$ cat src/rtl/data_mem_arbiter.sv
// data_mem_arbiter: shares the single-port data memory between the core
// data port (m0) and a secondary master (m1), routing responses by issuer.
module data_mem_arbiter #(
    parameter int ADDR_WIDTH  = 32,
    parameter int DATA_WIDTH  = 32,
    parameter int MEM_LATENCY = 1,
    parameter bit ROUND_ROBIN = 1'b1
) (
    input  logic                    clk,
    input  logic                    rst,
    input  logic                    m0_req_i,
    output logic                    m0_gnt_o,
    input  logic [ADDR_WIDTH-1:0]   m0_addr_i,
    input  logic                    m0_we_i,
    input  logic [DATA_WIDTH/8-1:0] m0_be_i,
    input  logic [DATA_WIDTH-1:0]   m0_wdata_i,
    output logic                    m0_rvalid_o,
    output logic [DATA_WIDTH-1:0]   m0_rdata_o,
    input  logic                    m1_req_i,
    output logic                    m1_gnt_o,
    input  logic [ADDR_WIDTH-1:0]   m1_addr_i,
    input  logic                    m1_we_i,
    input  logic [DATA_WIDTH/8-1:0] m1_be_i,
    input  logic [DATA_WIDTH-1:0]   m1_wdata_i,
    output logic                    m1_rvalid_o,
    output logic [DATA_WIDTH-1:0]   m1_rdata_o,
    output logic                    mem_req_o,
    output logic [ADDR_WIDTH-1:0]   mem_addr_o,
    output logic                    mem_we_o,
    output logic [DATA_WIDTH/8-1:0] mem_be_o,
    output logic [DATA_WIDTH-1:0]   mem_wdata_o,
    input  logic                    mem_rvalid_i,
    input  logic [DATA_WIDTH-1:0]   mem_rdata_i,
    output logic                    err_o
);

    localparam logic [2:0] MASK_INIT = 3'(MEM_LATENCY);

    logic                   last;
    logic                   gnt0;
    logic                   gnt1;
    logic [MEM_LATENCY-1:0] trk_valid;
    logic [MEM_LATENCY-1:0] trk_owner;
    logic                   tail_valid;
    logic                   tail_owner;
    logic [2:0]             mask_cnt;
    logic                   err;

    // Pick one winner; contention goes to the master that was not served last.
    always_comb begin
        gnt0 = 1'b0;
        gnt1 = 1'b0;
        if (!rst) begin
            if (m0_req_i && m1_req_i) begin
                if (ROUND_ROBIN && !last) begin
                    gnt1 = 1'b1;
                end else begin
                    gnt0 = 1'b1;
                end
            end else begin
                gnt0 = m0_req_i;
                gnt1 = m1_req_i;
            end
        end
    end

    assign m0_gnt_o  = gnt0;
    assign m1_gnt_o  = gnt1;
    assign mem_req_o = gnt0 | gnt1;

    // Steer the granted master's fields onto the memory bus; idle bus is all zero.
    always_comb begin
        mem_addr_o  = '0;
        mem_we_o    = 1'b0;
        mem_be_o    = '0;
        mem_wdata_o = '0;
        if (gnt0) begin
            mem_addr_o  = m0_addr_i;
            mem_we_o    = m0_we_i;
            mem_be_o    = m0_be_i;
            mem_wdata_o = m0_wdata_i;
        end else if (gnt1) begin
            mem_addr_o  = m1_addr_i;
            mem_we_o    = m1_we_i;
            mem_be_o    = m1_be_i;
            mem_wdata_o = m1_wdata_i;
        end
    end

    // Remember who was granted last so contention alternates.
    always_ff @(posedge clk) begin
        if (rst) begin
            last <= 1'b1;
        end else if (mem_req_o) begin
            last <= gnt1;
        end
    end

    // Shift {valid, owner} along with the memory so the tail lines up with rvalid.
    always_ff @(posedge clk) begin
        if (rst) begin
            trk_valid <= '0;
            trk_owner <= '0;
        end else begin
            trk_valid[0] <= mem_req_o;
            trk_owner[0] <= gnt1;
            for (int i = 1; i < MEM_LATENCY; i++) begin
                trk_valid[i] <= trk_valid[i-1];
                trk_owner[i] <= trk_owner[i-1];
            end
        end
    end

    assign tail_valid = trk_valid[MEM_LATENCY-1];
    assign tail_owner = trk_owner[MEM_LATENCY-1];

    assign m0_rvalid_o = !rst && mem_rvalid_i && tail_valid && !tail_owner;
    assign m1_rvalid_o = !rst && mem_rvalid_i && tail_valid && tail_owner;
    assign m0_rdata_o  = mem_rdata_i;
    assign m1_rdata_o  = mem_rdata_i;

    // Hold off the error check while responses to dropped accesses may still arrive.
    always_ff @(posedge clk) begin
        if (rst) begin
            mask_cnt <= MASK_INIT;
        end else if (mask_cnt != 3'd0) begin
            mask_cnt <= mask_cnt - 3'd1;
        end
    end

    // Sticky flag for a response without a request or a request without a response.
    always_ff @(posedge clk) begin
        if (rst) begin
            err <= 1'b0;
        end else if (mask_cnt == 3'd0 && (mem_rvalid_i != tail_valid)) begin
            err <= 1'b1;
        end
    end

    assign err_o = err;

endmodule

$ cat config.mk
export PLATFORM = sky130hd
export DESIGN_NAME = data_mem_arbiter
export DESIGN_NICKNAME = d
export VERILOG_FILES = /design/src/rtl/data_mem_arbiter.sv
export SDC_FILE = /design/constraint.sdc
export NUM_CORES = 1
export LEC_CHECK = 0
export CORE_AREA = 2 2 122 124
export CTS_CLUSTER_DIAMETER = 80
export CTS_CLUSTER_SIZE = 28
export DETAILED_ROUTE_END_ITERATION = 10
export DIE_AREA = 0 0 124 126
export PLACE_DENSITY_LB_ADDON = 0.3
export SYNTH_ARGS = -nofsm -noshare
export SYNTH_HDL_FRONTEND = slang
export SYNTH_SLANG_ARGS = --single-unit
export TNS_END_PERCENT = 5
$ cat constraint.sdc
create_clock -name clk -period 2.7 [get_ports clk]
set_input_delay 0.54 -clock clk [delete_from_list [all_inputs] [get_ports clk]]
set_output_delay 0.54 -clock clk [all_outputs]
set_load 0.01 [all_outputs]
Word level (Yosys, flattened, before mapping) --
Cells that the tools add are included. W data, S select, Z words.
Storage, ports and cells: register bits 7, word-level logic and storage cells 32
Operators by class: add/sub/neg operators 1, eq/ne operators 1, muxes and demuxes 14, bitwise gates (word level) 1, reductions and logical operators 10
Operator list (number):
- $mux W32 | 4
- $mux W1 | 8
- $mux W4 | 2
- $logic_and A1 B1 Y1 | 6
- $logic_not A3 Y1 | 1
- $reduce_bool A3 Y1 | 1
- $sub A3 B1 Y3 const B | 1
- $logic_not A1 Y1 | 2
- $ne A1 B1 Y1 | 1
- $or A1 B1 Y1 | 1

Depth between registers and ports, before layout --
Gate-level depths: netlist of run 1.
word-level depth 5, depth in mapped cells 5, mapped depth without buffers 5

Least setup slack after synthesis of run 1 --
No wires, ideal clock.
path type input port to output port, start point input port m0_req_i, end point output port mem_addr_o[21], data arrival time 1360 ps, data required time 2160 ps, slack 800 ps, cell stages on the path 5, buffers on the path 2, cell sequence buf_2 -> a21boi_4 -> buf_2 -> a32oi_1 -> nor2_1
Between the ends: word-level cells in the longest chain between the ends 5
Ends and longest elaborated chain:
- from (decl) | RTL line 11 | input logic m0_req_i,
- $logic_and A1 B1 Y1 | RTL line 54 | if (m0_req_i && m1_req_i) begin
- $mux W1 | RTL line 54
- $mux W1 | RTL line 53 | if (!rst) begin
- $mux W32 | RTL line 82 | end else if (gnt1) begin
- $mux W32 * | RTL line 77 | if (gnt0) begin
- to (decl) | RTL line 28 | output logic [ADDR_WIDTH-1:0] mem_addr_o,
Mark *: on every way between the ends. The rest lies on a longest branch, timed or not.

Worst setup path after layout of run 1 --
start point input port m1_req_i, end point output port mem_addr_o[24]
Between the ends: word-level cells in the longest chain between the ends 5
Ends and longest elaborated chain:
- from (decl) | RTL line 19 | input logic m1_req_i,
- $logic_and A1 B1 Y1 | RTL line 54
- $mux W1 | RTL line 54
- $mux W1 | RTL line 53
- $mux W32 | RTL line 82
- $mux W32 * | RTL line 77
Marks and branches as above.

==> results.sh, run 1 <==
export IMPL_use_met1=0.118
export IMPL_crit_fanout=11
export IMPL_power_switching_mw=0.338
export IMPL_startpoint_type="primary input"
export IMPL_grt_first_pass_wirelength_mm=13.1
export IMPL_yosys_area_share_simple=0.187
export IMPL_synth_top_area_share=0.322
export IMPL_max_vdd_ir_drop_v=0.000186
export IMPL_grt_ovfl_total=0
export IMPL_io_buffers=217
export IMPL_die_h_um=126
export IMPL_core_um2=14300
export IMPL_slew_headroom=0.733
export IMPL_cp_arrival_ns=2.14
export IMPL_fin_cells=597
export IMPL_p_comb_frac=0.632
export IMPL_clkPwrFrac=0.233
export IMPL_holdCritStartpoint="err_o$_SDFFE_PP0P_"
export IMPL_clk_latency_ns=0.23
export IMPL_p_leak_nw=1.87
export IMPL_power_switching_share=0.312
export IMPL_place_congestion=0.799
export IMPL_drt_iter0_markers=80
export IMPL_yosys_most_used_dff="dfxtp_1"
export IMPL_synth_top_cells_by_count="nor2_1, buf_4, a32oi_1"
export IMPL_synth_warnings=0
export IMPL_synth_most_common_cell="nor2_1"
export IMPL_finalSetupTns_ns=0
export IMPL_design_area_um2=3960
export IMPL_worstHoldEndpoint="err_o$_SDFFE_PP0P_"
export IMPL_clockBufferDepth=2
export IMPL_synth_area_top_cells="a32oi_1, buf_4, nor2_1"
export IMPL_skew_ns=0.00120
export IMPL_rows=44
export IMPL_initial_core_util=0.131
export IMPL_dieArea_um2=15600
export IMPL_via_per_inst=4.32
export IMPL_path_clk_slew_ns=0.03
export IMPL_p_seq_frac=0.135
export IMPL_rsz0062_at_grt="yes"
export IMPL_synthAdderAreaFrac=0.0133
export IMPL_synth_compound_area_frac=0.344
export IMPL_status="complete, no violations"
export IMPL_synth_xor_area_frac=0.00933
export IMPL_min_period_over_period=0.993
export IMPL_r2r_slack_ns=1.56
export IMPL_ios=314
export IMPL_yosysUniqueCellTypes=20
export IMPL_vias=2577
export IMPL_slew_violations=0
export IMPL_use_met2=0.195
export IMPL_dp_slack_ns=-0.196
export IMPL_grtUsageTotal=0.105
export IMPL_endpoint_kind="output pin"
export IMPL_crit_type="primary input to output pin"
export IMPL_drc=0
export IMPL_grt_most_used_layer="met2"
export IMPL_maxCapViolations=0
export IMPL_antenna_found_initial=0
export IMPL_first_pass_iters=4
export IMPL_crit_required_ns=2.16
export IMPL_p_int_mw=0.744
export IMPL_yosysTopAreaCell="a32oi_1"
export IMPL_period_needed_ns=2.68
export IMPL_whs_path_depth=1
export IMPL_wl_per_cell_um=15.1
export IMPL_async_reset_ff_frac=0
export IMPL_syn_inst=271
export IMPL_final_hold_violation_count=0
export IMPL_clock_root_buffer="clkbuf_16"
export IMPL_use_met3=0.0258
export IMPL_r2r_start="mask_cnt[0]$_SDFFE_PP1P_"
export IMPL_postCtsHoldBufs=0
export IMPL_synth_area_per_cell_um2=6.93
export IMPL_fp_dieW_um=124
export IMPL_cts_buffers=3
export IMPL_drtAntennaViolNets=0
export IMPL_syn_num_nets=448
export IMPL_dp_cells=588
export IMPL_cts_tree="yes"
export IMPL_finalPower_mw=1.08
export IMPL_drt_wl_total_mm=9.04
export IMPL_power_density_nw_per_um2=273
export IMPL_dpl_cell_area_um2=3720
export IMPL_syn_area_um2=1880
export IMPL_r2r_cells=5
export IMPL_hpwl_mm=6.76
export IMPL_synth_seq_cells=7
export IMPL_min_path_type="flop to flop"
export IMPL_synth_edff_count=0
export IMPL_r2r_end="err_o$_SDFFE_PP0P_"
export IMPL_cts_sinks=7
export IMPL_fmax_ghz=0.373
export IMPL_nNetsFinal=590
export IMPL_ys_seq_area_frac=0.0746
export IMPL_grt_max_degree=45
export IMPL_tightestPinTransition_ns=0.400
export IMPL_drive_above_1_share=0.0583
export IMPL_synth_top_family_by_area="buffers and inverters"
export IMPL_areaGrowthSynthToFinish_pct=111
export IMPL_grt_pass1_vias=2609
export IMPL_worst_slack_ns=0.0185
export IMPL_synth_area_mux_share=0.00533
export IMPL_fillers=1541
export IMPL_setup_viol=0
export IMPL_htree_levels=1
[layer usage]
layer / share of wire / routed length (um)
met1: 0.38 / 3430
met2: 0.50 / 4490
met3: 0.11 / 951
met4: 0.019 / 168
met5: 0 / 0
[metrics by stage]
| step | utilization | hold WS, ns |
|---|---|---|
| 3_5_place_dp | 0.260 | 0.486 |
| 3_3_place_gp | 0.260 | 0.465 |
| 5_1_grt | 0.277 | 0.516 |
| 2_1_floorplan | - | 0.469 |
| 4_1_cts | 0.270 | 0.494 |
| 6_report | 0.277 | 0.491 |
[cell usage in the layout, fill, tap and decap left out]
| master | Yosys | routed |
|---|---|---|
| bufbuf_16 | 0 | 1 |
| buf_12 | 0 | 4 |
| clkdlybuf4s50_1 | 0 | 177 |
| nand2b_2 | 0 | 1 |
| buf_2 | 5 | 2 |
| clkbuf_1 | 14 | 1 |
| o21ba_2 | 1 | 1 |
| buf_16 | 0 | 1 |
| dlymetal6s2s_1 | 0 | 33 |
| mux2i_1 | 1 | 1 |
| a32oi_1 | 69 | 69 |
| nand2b_1 | 4 | 3 |
| inv_1 | 2 | 2 |
| o21ai_0 | 1 | 1 |
| clkbuf_16 | 0 | 3 |
| nor3b_1 | 1 | 1 |
| xnor2_1 | 2 | 2 |
| ha_1 | 2 | 2 |
| nor2_1 | 77 | 77 |
| dlygate4sd2_1 | 0 | 5 |
| nand2_1 | 3 | 3 |
| buf_4 | 70 | 10 |
| nor3_1 | 1 | 1 |
| dfxtp_1 | 7 | 7 |
| nor2b_1 | 2 | 2 |
| diode_2 | 0 | 1 |
| a21boi_4 | 1 | 1 |
| a211oi_1 | 1 | 1 |
[power groups by stage]
stage | registers (mW) | clock network [mW] | logic, mW
finish | 0.146 | 0.252 | 0.683
global route | 0.149 | 0.266 | 0.745
CTS | 0.147 | 0.261 | 0.697
detailed placement | 0.148 | 0 | 0.674
global placement | 0.145 | 0 | 0.664
floorplan | 0.146 | 0 | 0.377
[kinds of logic (layout without fill, tap and decap cells)]
kind of cell             count (synthesis)  count (layout)
flip-flops                               7               7
buffers and inverters                   98             239
AO/OA/AOI/OAI                           73              73
AND/OR/NAND/NOR                         88              88
XOR/XNOR                                 2               2
other                                    0               1
multiplexers                             1               1
adder cells (fa/ha/maj)                  2               2
[repair_timing]
item	in CTS	in global routing
endpoints found under the setup margin	70	57
resized for setup	5	34
cloned	2	0
buffers inserted	1	1
[how the worst max path moves through the flow]
stage | from | end
6_report | m1_req_i | mem_addr_o[24]
5_1_grt | m1_req_i | mem_wdata_o[11]
4_1_cts | m1_req_i | mem_addr_o[21]
3_5_place_dp | m1_req_i | mem_wdata_o[26]
3_3_place_gp | m1_req_i | mem_wdata_o[26]
2_1_floorplan | m0_req_i | mem_addr_o[21]
[state kept, by name, summed over array words and instances, names as in the netlist]
| register | flops |
|---|---|
| mask_cnt | 3 |
| err_o | 1 |
| last | 1 |
| tail_owner | 1 |
| tail_valid | 1 |
[worst max-delay path, stage by stage]
cell and delay [ns]:
dlygate4sd2_1 0.26, a21boi_4 0.30, bufbuf_16 0.33, a32oi_1 0.06, nor2_1 0.11, clkdlybuf4s50_1 0.54
[final cells by class]
cell class,count,area (um^2),area share
Antenna cell,1,2.50,0.000631
Inverter,2,7.51,0.00189
Sequential cell,7,140,0.0354
Tap cell,184,230,0.0581
Clock buffer,4,78.8,0.0199
Multi-Input combinational cell,166,1050,0.265
Timing Repair Buffer,233,2450,0.619
(Power assumes the default switching activity.)
==> run 2, diff against run 1 <==
--- a/config.mk
+++ b/config.mk
@@ -11,6 +11,7 @@
 export DETAILED_ROUTE_END_ITERATION = 10
 export DIE_AREA = 0 0 124 126
 export PLACE_DENSITY_LB_ADDON = 0.3
+export SETUP_SLACK_MARGIN = 0.3
 export SYNTH_ARGS = -nofsm -noshare
 export SYNTH_HDL_FRONTEND = slang
 export SYNTH_SLANG_ARGS = --single-unit
==> run 2 against run 1 <==
First-iteration DRC count is 34% higher. Sequential cell count stayed put. Power is 2.6% lower. Global-route usage is 0.13 points higher. Via count hardly changed. Count of clock-buffer cells in the layout stayed put. Clock skew hardly changed. Combinational power is 4.1% lower. Critical endpoint unchanged. Largest cell class unchanged. Highest routed layer unchanged.
==> results.sh, run 2 (synthesized netlist as in run 1, its figures left out) <==
export IMPL_status="complete, no violations"
export IMPL_clock_root_buffer="clkbuf_16"
export IMPL_crit_type="primary input to output pin"
export IMPL_rsz0062_at_grt="yes"
export IMPL_grt_max_degree=45
export IMPL_period_needed_ns=2.44
export IMPL_drt_iter0_markers=107
export IMPL_cts_sinks=7
export IMPL_nNetsFinal=591
export IMPL_initial_core_util=0.131
export IMPL_htree_levels=1
export IMPL_crit_fanout=11
export IMPL_die_h_um=126
export IMPL_skew_ns=0.00151
export IMPL_maxCapViolations=0
export IMPL_antenna_found_initial=0
export IMPL_io_buffers=217
export IMPL_max_vdd_ir_drop_v=0.000185
export IMPL_dieArea_um2=15600
export IMPL_mostFrequentLayoutCell="clkdlybuf4s50_1"
export IMPL_cp_slowest_stage_delay_ns=0.28
export IMPL_grt_ovfl_total=0
export IMPL_core_um2=14300
export IMPL_wl_per_cell_um=15.2
export IMPL_drc=0
export IMPL_largest_register="mask_cnt"
export IMPL_path_cells="dlygate4sd2_1 -> a21boi_4 -> buf_4 -> bufbuf_16 -> a32oi_1 -> nor2_1 -> dlygate4sd2_1"
export IMPL_final_hold_violation_count=0
export IMPL_drt_wl_total_mm=9.07
export IMPL_min_path_type="flop to flop"
export IMPL_endpoint_kind="output pin"
export IMPL_cp_common_cell="dlygate4sd2_1"
export IMPL_dp_slack_ns=-0.196
export IMPL_ios=314
export IMPL_first_pass_iters=4
export IMPL_cts_buffers=3
export IMPL_worst_slack_ns=0.258
export IMPL_vias=2579
export IMPL_cts_tree="yes"
export IMPL_fin_cells=598
export IMPL_grt_pass1_vias=2631
export IMPL_r2r_slack_ns=1.54
export IMPL_fmax_ghz=0.409
export IMPL_fillers=1592
export IMPL_slew_violations=0
export IMPL_clockBufferDepth=2
export IMPL_rows=44
export IMPL_areaGrowthSynthToFinish_pct=105
export IMPL_finalSetupTns_ns=0
export IMPL_largest_reg_flops=3
export IMPL_crit_required_ns=2.16
export IMPL_drive_above_1_share=0.0605
export IMPL_dp_cells=588
export IMPL_setup_viol=0
export IMPL_min_period_over_period=0.905
export IMPL_tightestPinTransition_ns=0.393
export IMPL_path_clk_slew_ns=0.03
export IMPL_fp_dieW_um=124
export IMPL_startpoint_type="primary input"
export IMPL_p_leak_nw=1.65
export IMPL_via_per_inst=4.31
export IMPL_drtAntennaViolNets=0
export IMPL_slew_headroom=0.738
export IMPL_hpwl_mm=6.76
export IMPL_place_congestion=0.799
export IMPL_grt_first_pass_wirelength_mm=13.3
export IMPL_clk_latency_ns=0.23
export IMPL_cp_arrival_ns=1.90
export IMPL_crit_slowest_cell="dlygate4sd2_1"
export IMPL_grtUsageTotal=0.106
export IMPL_power_density_nw_per_um2=274
export IMPL_layout_common_cells="clkdlybuf4s50_1, nor2_1, a32oi_1"
==> run 2: cell count changes in the layout (fill, tap and decap cells not counted) <==
cell and change:
dlygate4sd2_1 +63, buf_6 +3, clkdlybuf4s50_1 -33, buf_12 +1, dlymetal6s2s_1 -30, buf_4 -3
==> run 2: layer usage <==
layer	track usage	share of wire	up-vias
met5	0	0	-
met4	0.0278	0.021	0
met3	0.0263	0.12	31
met2	0.197	0.49	166
met1	0.119	0.37	1164
li1	-	-	1218
==> run 2: what timing repair did <==
item / 4_1_cts / 5_1_grt
hold endpoints to repair: 0 / 0
buffers inserted: 3 / 0
hold buffers: 0 / 0
cloned: 2 / 0
endpoints found under the setup margin: 73 / 67
gates resized for setup: 72 / 3
==> run 2: cell type report <==
| class | count | area, um^2 | area share |
|---|---|---|---|
| Timing Repair Buffer | 234 | 2330 | 0.607 |
| Multi-Input combinational cell | 166 | 1050 | 0.274 |
| Tap cell | 184 | 230 | 0.0599 |
| Sequential cell | 7 | 140 | 0.0365 |
| Clock buffer | 4 | 78.8 | 0.0205 |
| Inverter | 2 | 7.51 | 0.00195 |
| Antenna cell | 1 | 2.50 | 0.000651 |
==> run 2: stage by stage <==
| stage | utilization | power (mW) | hold WS, ns | instance area (um^2) |
|---|---|---|---|---|
| 2_1_floorplan | - | 0.522 | 0.469 | 1880 |
| 6_report | 0.268 | 1.05 | 0.491 | 3840 |
| 3_5_place_dp | 0.260 | 0.822 | 0.486 | 3720 |
| 5_1_grt | 0.268 | 1.13 | 0.516 | 3840 |
| 4_1_cts | 0.268 | 1.07 | 0.494 | 3830 |
| 3_3_place_gp | 0.260 | 0.810 | 0.465 | 3720 |
==> run 2: critical path, delay by kind of cell <==
kind | cells | cell delay (ns)
buffers and inverters | 4 | 0.96
AOI/OAI and AO/OA | 2 | 0.33
and+or+nand+nor | 1 | 0.06
==> run 2: path summary, 6_finish.rpt <==
| path | depth (start not counted) | to | from |
|---|---|---|---|
| min | 1 | err_o$_SDFFE_PP0P_ | err_o$_SDFFE_PP0P_ |
| min reg2reg | 1 | err_o$_SDFFE_PP0P_ | err_o$_SDFFE_PP0P_ |
| max reg2reg | 5 | tail_owner$_SDFF_PP0_ | last$_SDFFE_PP1P_ |
| max | 7 | mem_addr_o[24] | m1_req_i |
==> run 2: report_power, final <==
group / total [mW] / internal [mW] / switching (mW)
Clock: 0.252 / 0.196 / 0.0553
Combinational: 0.655 / 0.390 / 0.266
Sequential: 0.146 / 0.130 / 0.0163
Total: 1.05 / 0.716 / 0.338
==> run 3, diff against run 2 <==
--- a/config.mk
+++ b/config.mk
@@ -10,7 +10,7 @@
 export CTS_CLUSTER_SIZE = 28
 export DETAILED_ROUTE_END_ITERATION = 10
 export DIE_AREA = 0 0 124 126
-export PLACE_DENSITY_LB_ADDON = 0.3
+export PLACE_DENSITY_LB_ADDON = 0.2
 export SETUP_SLACK_MARGIN = 0.3
 export SYNTH_ARGS = -nofsm -noshare
 export SYNTH_HDL_FRONTEND = slang
==> run 3 against run 2 <==
Hold slack got worse by 0.012 ns. Wire length increased by 0.56%. Critical path depth unchanged. Maximum frequency increased by 0.20%. Largest cell class unchanged. Largest power group unchanged.
==> results.sh, run 3 (synthesized netlist as in run 1, its figures left out) <==
export IMPL_endpoint_kind="output pin"
export IMPL_mostFrequentLayoutCell="clkdlybuf4s50_1"
export IMPL_initial_core_util=0.131
export IMPL_cp_slowest_stage_delay_ns=0.54
export IMPL_clockBufferDepth=2
export IMPL_crit_slowest_cell="clkdlybuf4s50_1"
export IMPL_power_density_nw_per_um2=269
export IMPL_startpoint_type="primary input"
export IMPL_cts_sinks=7
export IMPL_crit_type="primary input to output pin"
export IMPL_status="complete, no violations"
export IMPL_vias=2560
export IMPL_hpwl_mm=6.65
export IMPL_multiInputGateArea_um2=1050
export IMPL_finalSetupTns_ns=0
export IMPL_slew_violations=0
export IMPL_holdCritStartpoint="err_o$_SDFFE_PP0P_"
export IMPL_fp_dieW_um=124
export IMPL_core_um2=14300
export IMPL_crit_fanout=10
export IMPL_finalPower_mw=1.07
export IMPL_path_buf_inv=4
export IMPL_whs_path_depth=1
export IMPL_grt_pass1_vias=2667
export IMPL_ios=314
export IMPL_r2r_start="mask_cnt[0]$_SDFFE_PP1P_"
export IMPL_drt_iter0_markers=78
export IMPL_largest_reg_flops=3
export IMPL_rows=44
export IMPL_clock_root_buffer="clkbuf_16"
export IMPL_nNetsFinal=586
export IMPL_postCtsHoldBufs=0
export IMPL_drtAntennaViolNets=0
export IMPL_skew_ns=0.00231
export IMPL_path_cells="clkbuf_2 -> a21boi_4 -> buf_4 -> buf_4 -> a32oi_1 -> nor2_1 -> clkdlybuf4s50_1"
export IMPL_p_comb_frac=0.627
export IMPL_r2r_end="mask_cnt[1]$_SDFFE_PP0P_"
export IMPL_period_needed_ns=2.44
export IMPL_die_h_um=126
export IMPL_p_seq_frac=0.136
export IMPL_setup_viol=0
export IMPL_tightestPinTransition_ns=0.357
export IMPL_clk_latency_ns=0.23
export IMPL_p_int_mw=0.729
export IMPL_seqCellArea_um2=140
export IMPL_worst_slack_ns=0.263
export IMPL_layout_common_cells="clkdlybuf4s50_1, nor2_1, a32oi_1"
export IMPL_power_switching_share=0.317
export IMPL_path_clk_slew_ns=0.04
export IMPL_cp_arrival_ns=1.90
export IMPL_maxCapViolations=0
export IMPL_fin_cells=592
export IMPL_largest_register="mask_cnt"
export IMPL_dp_cells=585
export IMPL_power_switching_mw=0.338
export IMPL_r2r_slack_ns=1.55
export IMPL_grt_max_degree=73
export IMPL_io_buffers=217
export IMPL_min_period_over_period=0.903
export IMPL_slew_headroom=0.762
export IMPL_areaGrowthSynthToFinish_pct=111
export IMPL_dpl_cell_area_um2=3750
export IMPL_grt_ovfl_total=0
export IMPL_worstHoldEndpoint="err_o$_SDFFE_PP0P_"
export IMPL_antenna_found_initial=0
export IMPL_drc=0
export IMPL_fillers=1581
export IMPL_path_delay_family="buffers and inverters"
export IMPL_rsz0062_at_grt="yes"
export IMPL_final_hold_violation_count=0
export IMPL_place_congestion=0.769
export IMPL_dieArea_um2=15600
export IMPL_max_vdd_ir_drop_v=0.000168
export IMPL_min_path_type="flop to flop"
export IMPL_r2r_cells=5
export IMPL_grtUsageTotal=0.106
export IMPL_cp_common_cell="buf_4"
export IMPL_wl_per_cell_um=15.4
export IMPL_grt_first_pass_wirelength_mm=13.3
export IMPL_p_leak_nw=2.25
export IMPL_dp_slack_ns=-0.218
export IMPL_htree_levels=1
export IMPL_cts_tree="yes"
export IMPL_drive_above_1_share=0.0637
export IMPL_via_per_inst=4.32
export IMPL_cts_buffers=3
export IMPL_diodes=0
export IMPL_crit_required_ns=2.16
export IMPL_drt_wl_total_mm=9.12
export IMPL_design_area_um2=3970
export IMPL_first_pass_iters=4
export IMPL_clkPwrFrac=0.237
export IMPL_fmax_ghz=0.410
run 3: metal layers:
layer  vias to the layer above  part of all wire  wire length (um)  global-route usage
li1                       1204                 -                 -                   -
met1                      1168              0.34              3100               0.102
met2                       155              0.51              4620               0.207
met3                        33              0.12              1120              0.0290
met4                         0             0.031               284              0.0456
met5                         -                 0                 0                   0
run 3: power by group through the flow:
| stage | Clock [mW] | Combinational, mW | Sequential (mW) |
|---|---|---|---|
| after CTS | 0.259 | 0.691 | 0.146 |
| after detailed placement | 0 | 0.684 | 0.148 |
| after global placement | 0 | 0.677 | 0.145 |
| after floorplan | 0 | 0.377 | 0.146 |
| final | 0.253 | 0.669 | 0.145 |
| after global routing | 0.263 | 0.733 | 0.149 |
run 3: worst max path at each step:
stage	start	endpoint	slack (ns)	depth (start not counted)
floorplan	m0_req_i	mem_addr_o[21]	0.80	5
global placement	m1_req_i	mem_addr_o[9]	-0.20	6
detailed placement	m1_req_i	mem_wdata_o[19]	-0.22	6
CTS	m1_req_i	mem_wdata_o[7]	0.03	7
global route	m1_req_i	mem_addr_o[28]	0.19	7
finish	m1_req_i	mem_addr_o[28]	0.26	7
run 3: worst register-to-register path, cell delays in order (launching register included):
cell	delay [ns]
dfxtp_1	0.33
inv_1	0.07
ha_1	0.21
nand2b_1	0.17
nor2_1	0.07
a211oi_1	0.22
run 3: cell type report:
| cell class | instances | area share |
|---|---|---|
| Sequential cell | 7 | 0.0353 |
| Tap cell | 184 | 0.0580 |
| Multi-Input combinational cell | 166 | 0.265 |
| Timing Repair Buffer | 229 | 0.620 |
| Inverter | 2 | 0.00189 |
| Clock buffer | 4 | 0.0199 |
run 3: per-stage QoR:
step	util	hold WS (ns)
detailed placement	0.262	0.475
global route	0.277	0.509
global placement	0.262	0.468
finish	0.277	0.479
floorplan	-	0.469
CTS	0.269	0.484
run 3: timing repair:
| action | in CTS | in global routing |
|---|---|---|
| buffers inserted | 2 | 0 |
| resized for setup | 16 | 68 |
| gates cloned | 1 | 0 |
| pin swaps | 0 | 0 |
| hold endpoints to repair | 0 | 0 |
| setup endpoints to repair | 73 | 72 |
==> edit: new RTL, config.mk and constraints of run 1 <==
The parameter `ADDR_WIDTH` goes from 32 to 16.
--- a/src/rtl/data_mem_arbiter.sv
+++ b/src/rtl/data_mem_arbiter.sv
@@ -1,7 +1,7 @@
 // data_mem_arbiter: shares the single-port data memory between the core
 // data port (m0) and a secondary master (m1), routing responses by issuer.
 module data_mem_arbiter #(
-    parameter int ADDR_WIDTH  = 32,
+    parameter int ADDR_WIDTH  = 16,
     parameter int DATA_WIDTH  = 32,
     parameter int MEM_LATENCY = 1,
     parameter bit ROUND_ROBIN = 1'b1
Interface: changed (resized m0_addr_i, m1_addr_i and mem_addr_o); port bits go from 314 to 266. The function was not compared with the original's and may differ.
==> edit against run 1 <==
  * Via count is 22% lower
  * Synthesized area is 6.7% lower
  * Non-clock buffer count is 54 lower
  * Sequential cell count stayed put
  * Clock power hardly changed
  * Power is 16% lower
  * Cell area is 23% lower
  * Setup slack better by 0.064 ns
  * Wire length is 28% lower
  * Critical endpoint is now mem_wdata_o[2]
==> edit: results (changes against run 1) <==
post-DP HPWL: 4930 µm (was 6760 µm)
Reg power frac: 15.9% (was 13.5%)
Non-clock buffers: 179 (was 233)
post-synthesis compound-gate area fraction: 28.4% (was 34.4%)
crit-path max FO: 35 (was 11)
total nets after synthesis: 377 (was 448)
Net Sw Power: 0.283 mW (was 0.338 mW)
worst slack, placed: -0.201 ns (was -0.196 ns)
comb_multi_in: 134 (was 166)
Synth top cells by count: buf_4 (65), nor2_1 (61), a32oi_1 (53), dfxtp_1 (7) (was nor2_1 (77), buf_4 (70), a32oi_1 (69), clkbuf_1 (14))
Slew @ Worst Pin: 0.457 ns (was 0.400 ns)
gpl congestion: 0.674 (was 0.799)
Iter 0 DRT Violations: 39 (was 80)
mux cell area share after synthesis: 0.571% (was 0.533%)
XOR/XNOR Fraction of Synth Area: 1.00% (was 0.933%)
r2r setup slk: 1.54 ns (was 1.56 ns)
Clock Skew: 0.00224 ns (was 0.00120 ns)
Peak supply drop: 0.136 mV (was 0.186 mV)
Signal buf overhead: 57.3% (was 61.9%)
fill count: 1605 (was 1541)
critical path arrival: 2.08 ns (was 2.14 ns)
fin crit period: 2.62 ns (was 2.68 ns)
met2 Track Usage GR: 15.3% (was 19.5%)
Vias/cell: 3.93 (was 4.32)
DR WL met3: 796 µm (was 951 µm)
wl on met1: 2080 µm (was 3430 µm)
Worst Setup EP: mem_wdata_o[2] (was mem_addr_o[24])
met1 Usage GRT: 6.05% (was 11.8%)
WL/cell: 12.7 µm (was 15.1 µm)
first-pass GRT wire length: 9320 µm (was 13100 µm)
outcome: completed (unchanged)
sw frac: 31.1% (was 31.2%)
Area Growth Syn to Fin: 74.6% (was 111%)
Port Buf Inserts: 169 (was 217)
Final #Nets: 472 (was 590)
GR Util All Layers: 7.37% (was 10.5%)
## edit: changes by cell type in the layout (fill, tap and decap cells not counted)
cell,run 1,this run
dlymetal6s2s_1,33,0
diode_2,1,0
bufbuf_16,1,0
clkdlybuf4s50_1,177,113
buf_16,1,0
buf_12,4,5
buf_4,10,5
a32oi_1,69,53
nor2_1,77,61
dlygate4sd2_1,5,54
## edit: critical path: cells and delay by family
kind | cells | cell delay [ns]
buf+inv | 3 | 1.03
compound gates | 2 | 0.37
simple gates | 1 | 0.12
## edit: through the flow
step / instances / hold slack (ns)
6_report: 510 / 0.483
4_1_cts: 510 / 0.487
5_1_grt: 510 / 0.513
3_5_place_dp: 506 / 0.479
2_1_floorplan: 232 / 0.469
3_3_place_gp: 506 / 0.466
## edit: what timing repair did
item / CTS / global route
setup endpoints to repair: 54 / 0
hold buffers: 0 / 0
endpoints found under the hold margin: 0 / 0
gates resized for setup: 54 / 0
